$ cat config.mk
export PLATFORM = sky130hd
export DESIGN_NAME = cam_sensor_emu_flat
export DESIGN_NICKNAME = d
export VERILOG_FILES = /design/src/rtl/cam_sensor_emu_if.sv /design/src/rtl/cam_sensor_emu.sv /design/src/flat_wrapper.sv
export SDC_FILE = /design/constraint.sdc
export NUM_CORES = 1
export LEC_CHECK = 0
export ABC_AREA = 1
export CORE_MARGIN = 2
export CORE_UTILIZATION = 60
export CTS_BUF_LIST = sky130_fd_sc_hd__clkbuf_2
export CTS_CLUSTER_DIAMETER = 100
export DETAILED_ROUTE_END_ITERATION = 7
export PLACE_DENSITY = 0.82
export RECOVER_POWER = 100
export SETUP_SLACK_MARGIN = 0.15
export SLEW_MARGIN = 10
export SYNTH_ARGS = -nofsm -noshare
export SYNTH_HDL_FRONTEND = slang
export SYNTH_SLANG_ARGS = --single-unit
$ cat constraint.sdc
create_clock -name clk -period 2.4 [get_ports clk]
set_input_delay 0.24 -clock clk [delete_from_list [all_inputs] [get_ports clk]]
set_output_delay 0.24 -clock clk [all_outputs]
set_load 0.05 [all_outputs]
$ cat src/rtl/cam_sensor_emu_if.sv
// DVP-style parallel pixel bus between the sensor emulator and the capture path.
// The master drives Pclk/Href/Vsyn/data; the capture side samples them on Pclk rising.
interface cam_sensor_emu_if;
  logic       Pclk;
  logic       Href;
  logic       Vsyn;
  logic [7:0] data;

  modport master (output Pclk, output Href, output Vsyn, output data);
  modport slave  (input  Pclk, input  Href, input  Vsyn, input  data);
endinterface

$ cat src/rtl/cam_sensor_emu.sv
// Camera sensor emulator: frames of programmable geometry and test pattern on a DVP bus.
// Bus outputs lag the internal state by one clk; the bus stays idle while PWDN is high.
module cam_sensor_emu #(
  parameter int H_ACTIVE = 640,
  parameter int H_BLANK  = 144,
  parameter int V_SYNC   = 3,
  parameter int V_BACK   = 17,
  parameter int V_ACTIVE = 480,
  parameter int V_FRONT  = 10
) (
  input  logic                    clk,
  input  logic                    rst,
  input  logic                    PWDN,
  input  logic [1:0]              mode,
  input  logic [7:0]              pattern,
  cam_sensor_emu_if.master        dvp,
  output logic                    frame_done,
  output logic [15:0]             frame_cnt
);

  localparam int LINE_LEN = H_ACTIVE + H_BLANK;

  typedef enum logic [2:0] {IDLE, VSYNC, VBACK, ACTIVE, VFRONT} state_e;

  state_e      state_q, state_d;
  logic        phase_q, phase_d;
  logic [15:0] h_cnt_q, h_cnt_d;
  logic [15:0] v_cnt_q, v_cnt_d;
  logic [7:0]  inc_q, inc_d;
  logic [1:0]  mode_q, mode_d;
  logic [7:0]  pat_q, pat_d;
  logic        pclk_q, pclk_d;
  logic        href_q, href_d;
  logic        vsyn_q, vsyn_d;
  logic [7:0]  data_q, data_d;
  logic        frame_done_q, frame_done_d;
  logic [15:0] frame_cnt_q, frame_cnt_d;

  logic [15:0] v_last;
  logic        active_px;
  logic [7:0]  pix;

  always_comb begin
    v_last = '0;
    case (state_q)
      VSYNC:   v_last = 16'(V_SYNC - 1);
      VBACK:   v_last = 16'(V_BACK - 1);
      ACTIVE:  v_last = 16'(V_ACTIVE - 1);
      VFRONT:  v_last = 16'(V_FRONT - 1);
      default: v_last = '0;
    endcase
  end

  assign active_px = (state_q == ACTIVE) && (h_cnt_q < 16'(H_ACTIVE));

  always_comb begin
    pix = inc_q;
    case (mode_q)
      2'b00:   pix = inc_q;
      2'b01:   pix = pat_q;
      2'b10:   pix = 8'(v_cnt_q);
      default: pix = 8'(h_cnt_q);
    endcase
  end

  always_comb begin
    state_d      = state_q;
    phase_d      = phase_q;
    h_cnt_d      = h_cnt_q;
    v_cnt_d      = v_cnt_q;
    inc_d        = inc_q;
    mode_d       = mode_q;
    pat_d        = pat_q;
    pclk_d       = pclk_q;
    href_d       = href_q;
    vsyn_d       = vsyn_q;
    data_d       = data_q;
    frame_done_d = 1'b0;
    frame_cnt_d  = frame_cnt_q;

    if (PWDN) begin
      // Power-down aborts any frame at once; only the frame counter survives.
      state_d = IDLE;
      phase_d = 1'b0;
      h_cnt_d = '0;
      v_cnt_d = '0;
      inc_d   = '0;
      pclk_d  = 1'b0;
      href_d  = 1'b0;
      vsyn_d  = 1'b0;
      data_d  = '0;
    end else if (state_q == IDLE) begin
      state_d = VSYNC;
      phase_d = 1'b0;
      h_cnt_d = '0;
      v_cnt_d = '0;
      inc_d   = '0;
      mode_d  = mode;
      pat_d   = pattern;
    end else begin
      phase_d = ~phase_q;
      pclk_d  = phase_q;
      if (!phase_q) begin
        // Pclk is about to fall: present the bus for the coming Pclk period.
        href_d = active_px;
        vsyn_d = (state_q == VSYNC);
        data_d = active_px ? pix : 8'd0;
        if (active_px) inc_d = inc_q + 8'd1;
      end else if (h_cnt_q == 16'(LINE_LEN - 1)) begin
        h_cnt_d = '0;
        if (v_cnt_q == v_last) begin
          v_cnt_d = '0;
          case (state_q)
            VSYNC:   state_d = VBACK;
            VBACK:   state_d = ACTIVE;
            ACTIVE:  state_d = VFRONT;
            default: begin
              state_d      = VSYNC;
              frame_done_d = 1'b1;
              frame_cnt_d  = frame_cnt_q + 16'd1;
              inc_d        = '0;
              mode_d       = mode;
              pat_d        = pattern;
            end
          endcase
        end else begin
          v_cnt_d = v_cnt_q + 16'd1;
        end
      end else begin
        h_cnt_d = h_cnt_q + 16'd1;
      end
    end
  end

  always_ff @(posedge clk or negedge rst) begin
    if (!rst) begin
      state_q      <= IDLE;
      phase_q      <= 1'b0;
      h_cnt_q      <= '0;
      v_cnt_q      <= '0;
      inc_q        <= '0;
      mode_q       <= '0;
      pat_q        <= '0;
      pclk_q       <= 1'b0;
      href_q       <= 1'b0;
      vsyn_q       <= 1'b0;
      data_q       <= '0;
      frame_done_q <= 1'b0;
      frame_cnt_q  <= '0;
    end else begin
      state_q      <= state_d;
      phase_q      <= phase_d;
      h_cnt_q      <= h_cnt_d;
      v_cnt_q      <= v_cnt_d;
      inc_q        <= inc_d;
      mode_q       <= mode_d;
      pat_q        <= pat_d;
      pclk_q       <= pclk_d;
      href_q       <= href_d;
      vsyn_q       <= vsyn_d;
      data_q       <= data_d;
      frame_done_q <= frame_done_d;
      frame_cnt_q  <= frame_cnt_d;
    end
  end

  assign dvp.Pclk   = pclk_q;
  assign dvp.Href   = href_q;
  assign dvp.Vsyn   = vsyn_q;
  assign dvp.data   = data_q;
  assign frame_done = frame_done_q;
  assign frame_cnt  = frame_cnt_q;

endmodule

$ cat src/flat_wrapper.sv
// flat-port wrapper written by rule: the top's interface ports become plain ports
module cam_sensor_emu_flat 
#(
  parameter int H_ACTIVE = 640,
  parameter int H_BLANK  = 144,
  parameter int V_SYNC   = 3,
  parameter int V_BACK   = 17,
  parameter int V_ACTIVE = 480,
  parameter int V_FRONT  = 10
)
  (clk, rst, PWDN, mode, pattern, frame_done, frame_cnt, dvp_Pclk, dvp_Href, dvp_Vsyn, dvp_data);
  cam_sensor_emu_if dvp_i ();
  input  logic clk;
  input  logic rst;
  input  logic PWDN;
  input  logic [1:0] mode;
  input  logic [7:0] pattern;
  output logic frame_done;
  output logic [15:0] frame_cnt;
  output wire logic [$bits(dvp_i.Pclk)-1:0] dvp_Pclk;
  output wire logic [$bits(dvp_i.Href)-1:0] dvp_Href;
  output wire logic [$bits(dvp_i.Vsyn)-1:0] dvp_Vsyn;
  output wire logic [$bits(dvp_i.data)-1:0] dvp_data;
  assign dvp_Pclk = dvp_i.Pclk;
  assign dvp_Href = dvp_i.Href;
  assign dvp_Vsyn = dvp_i.Vsyn;
  assign dvp_data = dvp_i.data;
  cam_sensor_emu #(.H_ACTIVE(H_ACTIVE), .H_BLANK(H_BLANK), .V_SYNC(V_SYNC), .V_BACK(V_BACK), .V_ACTIVE(V_ACTIVE), .V_FRONT(V_FRONT)) u_core (.clk(clk), .rst(rst), .PWDN(PWDN), .mode(mode), .pattern(pattern), .dvp(dvp_i), .frame_done(frame_done), .frame_cnt(frame_cnt));
endmodule
==> Flow_metrics.wiki, run 1 <==
{| class="wikitable"
! Metric !! Value
|-
| Number of flip-flops and latches in the synthesized netlist || 82
|-
| Power after layout || 3.819 mW
|-
| TritonCTS sink count || 82
|-
| Total Neg Setup Slack || 0 ns
|-
| Die span in x || 93.53 um
|-
| CTS max path bufs || 2
|-
| Crit path cell chain || dlygate4sd3_1
|-
| CP arrival || 1.99 ns
|-
| Portion of total power attributed to sequential cells || 0.440
|-
| Cell Rows || 32
|-
| Crit path largest cell delay || 0.91 ns
|-
| Share of Yosys cell area claimed by the top area cell type || 0.4266
|-
| Number of hold-slack violations in the final timing report || 0
|-
| Static leakage || 2.546 nW
|-
| Tightest slew margin relative to the limit || 0.2813
|-
| Max Transition Viols Final || 0
|-
| Largest delay share family, worst path || buffers and inverters
|-
| Met1 Wirelength || 5.428 mm
|-
| GRT Util Overall || 0.2944
|-
| Number of buffer cells added on primary ports || 40
|-
| Yosys warns || 0
|-
| Internal reg-to-reg setup slack || 0.25 ns
|-
| Highest layer used for signal routing || met4
|-
| Initial antenna violation count || 0
|-
| Register Area || 2052 sq um
|-
| Power Dens Cells || 696.3 nW/um^2
|-
| Startpoint Class || flop
|-
| Result of the run || complete, no violations
|-
| Total number of vias || 4670
|-
| Final Wtd Congestion || 0.9287
|-
| Syn Inst Count || 662
|-
| Cell count of the worst reg-to-reg path || 8
|-
| Core area || 7727 sq um
|-
| Total detailed-routing wirelength || 12.14 mm
|-
| Worst voltage drop across the vdd grid || 377.0 uV
|-
| Final Skew || 0.03684 ns
|-
| Most repeated cell in the gate-level netlist after synthesis || sky130_fd_sc_hd__nand2_1
|-
| Instance count on the critical path || 1
|-
| Critical path required time || 2.16 ns
|-
| Period utilization || 0.9281
|-
| Final Hold Slack || 0.1726 ns
|-
| Drc violations || 0
|-
| Ratio of routed vias to standard cells || 5.730
|-
| Switching pwr || 1.598 mW
|-
| Startpoint of the most critical setup path || u_core.frame_cnt[8]
|-
| H-tree levels || 3
|-
| Sequential fraction of the synthesis area || 0.4266
|-
| CP max stage cell || sky130_fd_sc_hd__dlygate4sd3_1
|-
| FILL cells || 660
|-
| Final setup violation count || 0
|-
| Layout cell share with drive strength beyond 1 || 0.06311
|-
| Vertical extent of the die || 93.53 um
|-
| Type of the worst min-delay path || in -> reg
|-
| I/O pin total || 41
|-
| Number of global-route vias before repair || 4356
|-
| Switching Share || 0.4185
|-
| Final critical delay including setup and external delays || 2.227 ns
|-
| Latest clock arrival within the worst-skew pair || 0.58 ns
|-
| Total inserted antenna cells || 0
|-
| First-iteration detailed-routing DRC count || 339
|-
| Half-perimeter wire length of the detailed placement result || 8.898 mm
|-
| Worst Min Path Start || pattern[0]
|-
| Endpoint of the worst setup timing path || frame_cnt[8]
|-
| Multi-input combinational cell area || 2427 sq um
|-
| Max_cap viols || 0
|-
| Detailed route wirelength on metal3 || 794 um
|-
| Max frequency || 448.9 MHz
|-
| Antenna-violating nets left || 0
|-
| Clock transition time at the flip-flop clock pins of the worst setup and hold paths || 0.26 ns
|-
| Maximum fanout encountered on the critical timing path || 6
|-
| Top area cells in the synthesized netlist || sky130_fd_sc_hd__dfrtp_1 43%, sky130_fd_sc_hd__nand2_1 15%, sky130_fd_sc_hd__nand3_1 7.8%, sky130_fd_sc_hd__nor2_1 4.8%, sky130_fd_sc_hd__inv_1 4.7%
|-
| Setup repair after global routing missed its margin || false
|-
| Most common library cells after synthesis || 196 x sky130_fd_sc_hd__nand2_1, 82 x sky130_fd_sc_hd__dfrtp_1, 75 x sky130_fd_sc_hd__nand3_1, 61 x sky130_fd_sc_hd__nor2_1, 60 x sky130_fd_sc_hd__inv_1
|-
| Maximum number of pins on one net before global-route repair || 43
|-
| Worst Tran Pin Value || 1.078 ns
|-
| Final Net Count || 725
|-
| Largest area contributor in the netlist || sky130_fd_sc_hd__dfrtp_1
|-
| Clock group share of total power || 0.227
|-
| Detailed-route wire length per cell || 14.89 um
|-
| Syn_nets || 679
|-
| Worst Setup End Kind || primary output
|-
| Prevailing post-synth register cell || sky130_fd_sc_hd__dfrtp_1
|-
| Total die area || 8748 sq um
|-
| Worst path bufs/invs || 1
|-
| Critical register-to-register path startpoint || u_core.state_q[2]
|-
| Remaining global-route overflow || 0
|-
| Share of flip-flops with an asynchronous set or reset after synthesis || 1.000
|-
| R2r endpoint || u_core.dvp.data[0]
|-
| Routed wl met2 || 5.687 mm
|-
| Start-to-end type of the worst setup path || reg -> out
|-
| Internal Dissipation || 2.220 mW
|-
| Combinational fraction of design power || 0.333
|-
| Count of flip-flops with a built-in enable after synthesis || 0
|-
| TritonRoute pass-1 iters || 5
|-
| Post-synthesis instance area || 4810 sq um
|-
| Effective utilization at floorplan || 0.6224
|-
| Growth of design area from synthesis to finish || 14.02%
|-
| Clock root cell || sky130_fd_sc_hd__clkbuf_2
|-
| TritonCTS clock tree || done
|-
| Mean instance size in the synthesized netlist || 7.265 sq um
|-
| Count of distinct cell types in the synthesized netlist || 38
|-
| First-pass GRT wire length || 20.45 mm
|-
| Clock buffers created by TritonCTS || 9
|}
state kept, by name, summed over array words and instances (netlist names):
signal and flops:
u_core.dvp.Href 1, u_core.dvp.Pclk 1, u_core.dvp.Vsyn 1, u_core.dvp.data 8, u_core.frame_cnt 16, u_core.frame_done 1
u_core.h_cnt_q 16, u_core.inc_q 8, u_core.mode_q 2, u_core.pat_q 8, u_core.phase_q 1, u_core.state_q 3
u_core.v_cnt_q 16
worst min-delay path, cell delays in order:
cell and delay (ns):
sky130_fd_sc_hd__clkdlybuf4s50_1 0.39, sky130_fd_sc_hd__nand3_1 0.08, sky130_fd_sc_hd__nand2_1 0.05
cells by family (layout without fill, tap and decap cells):
family / count (synthesis) / in the layout / synth area share
adders and majority gates: 4 / 4 / 0.01041
and+or+nand+nor: 408 / 408 / 0.3777
xor gates and xnor gates: 23 / 23 / 0.04188
DFF: 82 / 82 / 0.4266
AOI/OAI and AO/OA: 62 / 62 / 0.07310
buffers and inverters: 83 / 134 / 0.07024
how the worst min path moves through the flow:
stage	cells past startpoint	end	slack, ns
finish	3	u_core.pat_q[0]	0.17
global route	3	u_core.pat_q[3]	0.16
CTS	2	u_core.dvp.data[4]	0.16
detailed placement	1	u_core.dvp.data[4]	0.26
global placement	1	u_core.dvp.data[4]	0.25
floorplan	0	u_core.dvp.Href	-0.06
final cells by class:
type                       count  area share
multi-input combinational    497      0.4426
sequential                    82      0.3742
timing repair buffer          53     0.09012
inverter                      65     0.04449
tap                          102     0.02327
clock inverter                 7     0.01711
clock buffer                   9    0.008214
layer usage:
layer | vias up | track usage
li1 | 2268 | -
met2 | 172 | 0.4724
met1 | 2207 | 0.4186
met4 | 0 | 0.07488
met5 | - | 0
met3 | 23 | 0.04835
cells in the final DEF, fill, tap and decap left out, types with 4 or more instances in the layout:
master / synthesis / routed
sky130_fd_sc_hd__o21ai_0: 29 / 29
sky130_fd_sc_hd__buf_4: 2 / 7
sky130_fd_sc_hd__clkdlybuf4s50_1: 0 / 11
sky130_fd_sc_hd__xor2_1: 17 / 17
sky130_fd_sc_hd__nand4_1: 21 / 21
sky130_fd_sc_hd__dfrtp_1: 82 / 82
sky130_fd_sc_hd__nand3_2: 4 / 4
sky130_fd_sc_hd__xnor2_1: 6 / 6
sky130_fd_sc_hd__clkbuf_2: 0 / 11
sky130_fd_sc_hd__nor3_1: 30 / 30
sky130_fd_sc_hd__nand2_1: 196 / 196
sky130_fd_sc_hd__nand3_1: 75 / 75
sky130_fd_sc_hd__dlygate4sd3_1: 0 / 29
sky130_fd_sc_hd__a21oi_1: 9 / 9
sky130_fd_sc_hd__nor2_1: 61 / 62
sky130_fd_sc_hd__ha_1: 4 / 4
sky130_fd_sc_hd__o22ai_1: 10 / 10
sky130_fd_sc_hd__inv_1: 60 / 61
repair_timing:
action                                 in CTS  in global routing
endpoints found under the hold margin      41                  0
resized for setup                           0                  4
setup buffers                               0                  0
setup endpoints to repair                   0                 27
hold buffers                                1                  0
through the flow:
stage | std cells | cell area [sq um] | setup slack (ns) | utilization
floorplan | 662 | 4810 | 0.6930 | -
global placement | 798 | 5344 | 0.3862 | 0.6915
CTS | 815 | 5493 | 0.2138 | 0.7108
global route | 815 | 5484 | 0.09438 | 0.7097
finish | 815 | 5484 | 0.1725 | 0.7097
detailed placement | 798 | 5344 | 0.2940 | 0.6915
power groups by stage:
stage	Sequential (mW)	Clock (mW)	Combinational [mW]
floorplan	1.68	0	0.897
global placement	1.69	0	1.23
detailed placement	1.70	0	1.26
CTS	1.67	0.872	1.27
global route	1.70	0.924	1.42
finish	1.68	0.868	1.27
No activity file was read; power rests on OpenSTA's default activity.
==> inputs of run 2 (changes only) <==
--- a/config.mk
+++ b/config.mk
@@ -7,11 +7,10 @@
 export LEC_CHECK = 0
 export ABC_AREA = 1
 export CORE_MARGIN = 2
-export CORE_UTILIZATION = 60
+export CORE_UTILIZATION = 35
 export CTS_BUF_LIST = sky130_fd_sc_hd__clkbuf_2
 export CTS_CLUSTER_DIAMETER = 100
 export DETAILED_ROUTE_END_ITERATION = 7
-export PLACE_DENSITY = 0.82
 export RECOVER_POWER = 100
 export SETUP_SLACK_MARGIN = 0.15
 export SLEW_MARGIN = 10
==> run 2 against run 1 <==
Global-route usage is 11 points lower. Flip-flop and latch count is the same. Critical path depth stayed put. Critical path type unchanged. Largest cell class unchanged.
==> Flow_metrics.wiki, run 2 (synthesized netlist as in run 1, its figures left out) <==
{| class="wikitable"
! Metric !! Value
|-
| Final Hold Slack || 0.1559 ns (-0.01663 ns)
|-
| Vertical extent of the die || 121.2 um (+30%)
|-
| Die span in x || 121.2 um (+30%)
|-
| Max Transition Viols Final || 0 (unchanged)
|-
| First-pass GRT wire length || 21.59 mm (+5.6%)
|-
| Critical path required time || 2.16 ns (about the same)
|-
| Worst Tran Pin Value || 1.038 ns (-0.03968 ns)
|-
| CTS max path bufs || 2 (unchanged)
|-
| First-iteration detailed-routing DRC count || 391 (+15%)
|-
| Latest clock arrival within the worst-skew pair || 0.62 ns (+0.04 ns)
|-
| Startpoint Class || flop
|-
| Maximum number of pins on one net before global-route repair || 39 (-9.3%)
|-
| Start-to-end type of the worst setup path || reg -> out
|-
| Tightest slew margin relative to the limit || 0.3077 (+0.02646)
|-
| Setup ws final || 0.1719 ns (-0.0006390 ns)
|-
| Drc violations || 0 (unchanged)
|-
| Effective utilization at floorplan || 0.3603 (-0.2621)
|-
| Final Wtd Congestion || 0.8684 (-6.5%)
|-
| TritonCTS sink count || 82 (unchanged)
|-
| H-tree levels || 3 (unchanged)
|-
| FILL cells || 1404 (+110%)
|-
| Static leakage || 2.508 nW (-1.5%)
|-
| Worst voltage drop across the vdd grid || 280.9 uV (-25%)
|-
| Growth of design area from synthesis to finish || 14.85%
|-
| CP arrival || 1.99 ns (about the same)
|-
| Total number of vias || 4596 (-1.6%)
|-
| Detailed-route wire length per cell || 14.19 um (-4.7%)
|-
| Post-route cell area || 5524 sq um (+0.73%)
|-
| Internal reg-to-reg setup slack || 0.29 ns (+0.04 ns)
|-
| Number of buffer cells added on primary ports || 40 (unchanged)
|-
| Setup repair after global routing missed its margin || true
|-
| TritonRoute pass-1 iters || 5 (unchanged)
|-
| I/O pin total || 41 (unchanged)
|-
| Total die area || 14700 sq um (+68%)
|-
| Core Util, Final || 0.4139 (-0.2958)
|-
| Placed Instances || 874 (+9.5%)
|-
| Total cell area at the placement stage || 5451 sq um (+2.0%)
|-
| Initial antenna violation count || 1 (+1)
|-
| Final setup violation count || 0 (unchanged)
|-
| Total Neg Setup Slack || 0 ns (unchanged)
|-
| Clock transition time at the flip-flop clock pins of the worst setup and hold paths || 0.26 ns (about the same)
|-
| Total detailed-routing wirelength || 12.67 mm (+4.4%)
|-
| Most frequent standard cell in the layout excluding fill and tap cells || sky130_fd_sc_hd__nand2_1
|-
| Final Net Count || 727 (+0.28%)
|-
| CP max stage cell || sky130_fd_sc_hd__dlygate4sd3_1
|-
| Largest delay share family, worst path || buffers and inverters
|-
| Crit path largest cell delay || 0.89 ns (-0.02 ns)
|-
| Worst path bufs/invs || 1 (unchanged)
|-
| Power after layout || 3.742 mW (-2.0%)
|-
| Post-CTS setup-driven buffer insertion count || 0 (unchanged)
|-
| Clock buffers created by TritonCTS || 9 (unchanged)
|-
| Cell Rows || 42 (+31%)
|-
| Non-filler cells, final || 893 (+9.6%)
|-
| Final critical delay including setup and external delays || 2.228 ns (+0.0006390 ns)
|-
| Worst Setup End Kind || primary output
|-
| TritonCTS clock tree || done
|-
| Remaining global-route overflow || 0 (unchanged)
|-
| Max frequency || 448.8 MHz (about the same)
|-
| Power Dens Cells || 677.4 nW/um^2 (-2.7%)
|-
| Number of hold-slack violations in the final timing report || 0 (unchanged)
|-
| Period utilization || 0.9284 (about the same)
|-
| Layout cell share with drive strength beyond 1 || 0.06993 (+0.006816)
|-
| Result of the run || complete, no violations
|-
| GRT Util Overall || 0.1848 (-0.1096)
|-
| Max_cap viols || 0 (unchanged)
|-
| Worst slack at placement || 0.3169 ns (+0.02291 ns)
|-
| Core area || 13350 sq um (+73%)
|-
| Final Skew || 0.03418 ns (-0.002662 ns)
|-
| Antenna-violating nets left || 0 (unchanged)
|-
| Most frequent cells in the layout || 196 x sky130_fd_sc_hd__nand2_1, 81 x sky130_fd_sc_hd__dfrtp_1, 75 x sky130_fd_sc_hd__nand3_1, 63 x sky130_fd_sc_hd__nor2_1, 61 x sky130_fd_sc_hd__inv_1
|-
| Number of global-route vias before repair || 4438 (+1.9%)
|-
| Clock root cell || sky130_fd_sc_hd__clkbuf_2
|-
| Type of the worst min-delay path || in -> reg
|-
| Half-perimeter wire length of the detailed placement result || 9.385 mm (+5.5%)
|-
| Maximum fanout encountered on the critical timing path || 5 (-1)
|-
| Ratio of routed vias to standard cells || 5.147 (-10%)
|-
| Crit path cell chain || dlygate4sd3_1
|}
[run 2: layout make-up]
| class | instances | area, sq um | area share |
|---|---|---|---|
| multi-input combinational | 497 | 2425 | 0.4390 |
| sequential | 82 | 2053 | 0.3717 |
| clock inverter | 6 | 67.56 | 0.01223 |
| antenna | 2 | 5.005 | 0.0009060 |
| tap | 176 | 220.2 | 0.03986 |
| inverter | 65 | 244.0 | 0.04417 |
| timing repair buffer | 55 | 459.2 | 0.08313 |
| clock buffer | 10 | 50.05 | 0.009060 |
[run 2: worst paths after layout]
kind                       cells past startpoint                 start             endpoint
hold reg to reg                                2       u_core.pat_q[0]      u_core.pat_q[0]
setup reg to reg                               9     u_core.h_cnt_q[0]  u_core.frame_cnt[3]
max in group asynchronous                      3                   rst    u_core.state_q[1]
hold / removal                                 3            pattern[4]      u_core.pat_q[4]
setup / recovery                               1  u_core.frame_cnt[10]        frame_cnt[10]
min in group asynchronous                      2                   rst    u_core.h_cnt_q[4]
[run 2: report_power, final]
group	switching [mW]	internal, mW	leakage, nW
Sequential	0.168	1.52	1.12
Clock	0.540	0.245	0.0681
Combinational	0.914	0.357	1.32
Total	1.62	2.12	2.51
[run 2: repair_timing]
action                     4_1_cts  5_1_grt
hold buffers                     1        0
setup endpoints to repair        1       31
gates resized for setup          1       11
hold endpoints to repair        52        0
cloned                           0        0
[run 2: metal layers]
layer,track usage,part of all wire
met4,0.08190,0.019
met1,0.2522,0.47
met3,0.02444,0.047
met2,0.2932,0.47
met5,0,0
==> inputs of run 3 (changes only) <==
--- a/config.mk
+++ b/config.mk
@@ -6,10 +6,12 @@
 export NUM_CORES = 1
 export LEC_CHECK = 0
 export ABC_AREA = 1
+export CAP_MARGIN = 15
 export CORE_MARGIN = 2
 export CORE_UTILIZATION = 35
 export CTS_BUF_LIST = sky130_fd_sc_hd__clkbuf_2
 export CTS_CLUSTER_DIAMETER = 100
+export CTS_CLUSTER_SIZE = 24
 export DETAILED_ROUTE_END_ITERATION = 7
 export RECOVER_POWER = 100
 export SETUP_SLACK_MARGIN = 0.15
==> results of run 3 <==
The final DEF is identical to that of run 2; final timing and power are the same.
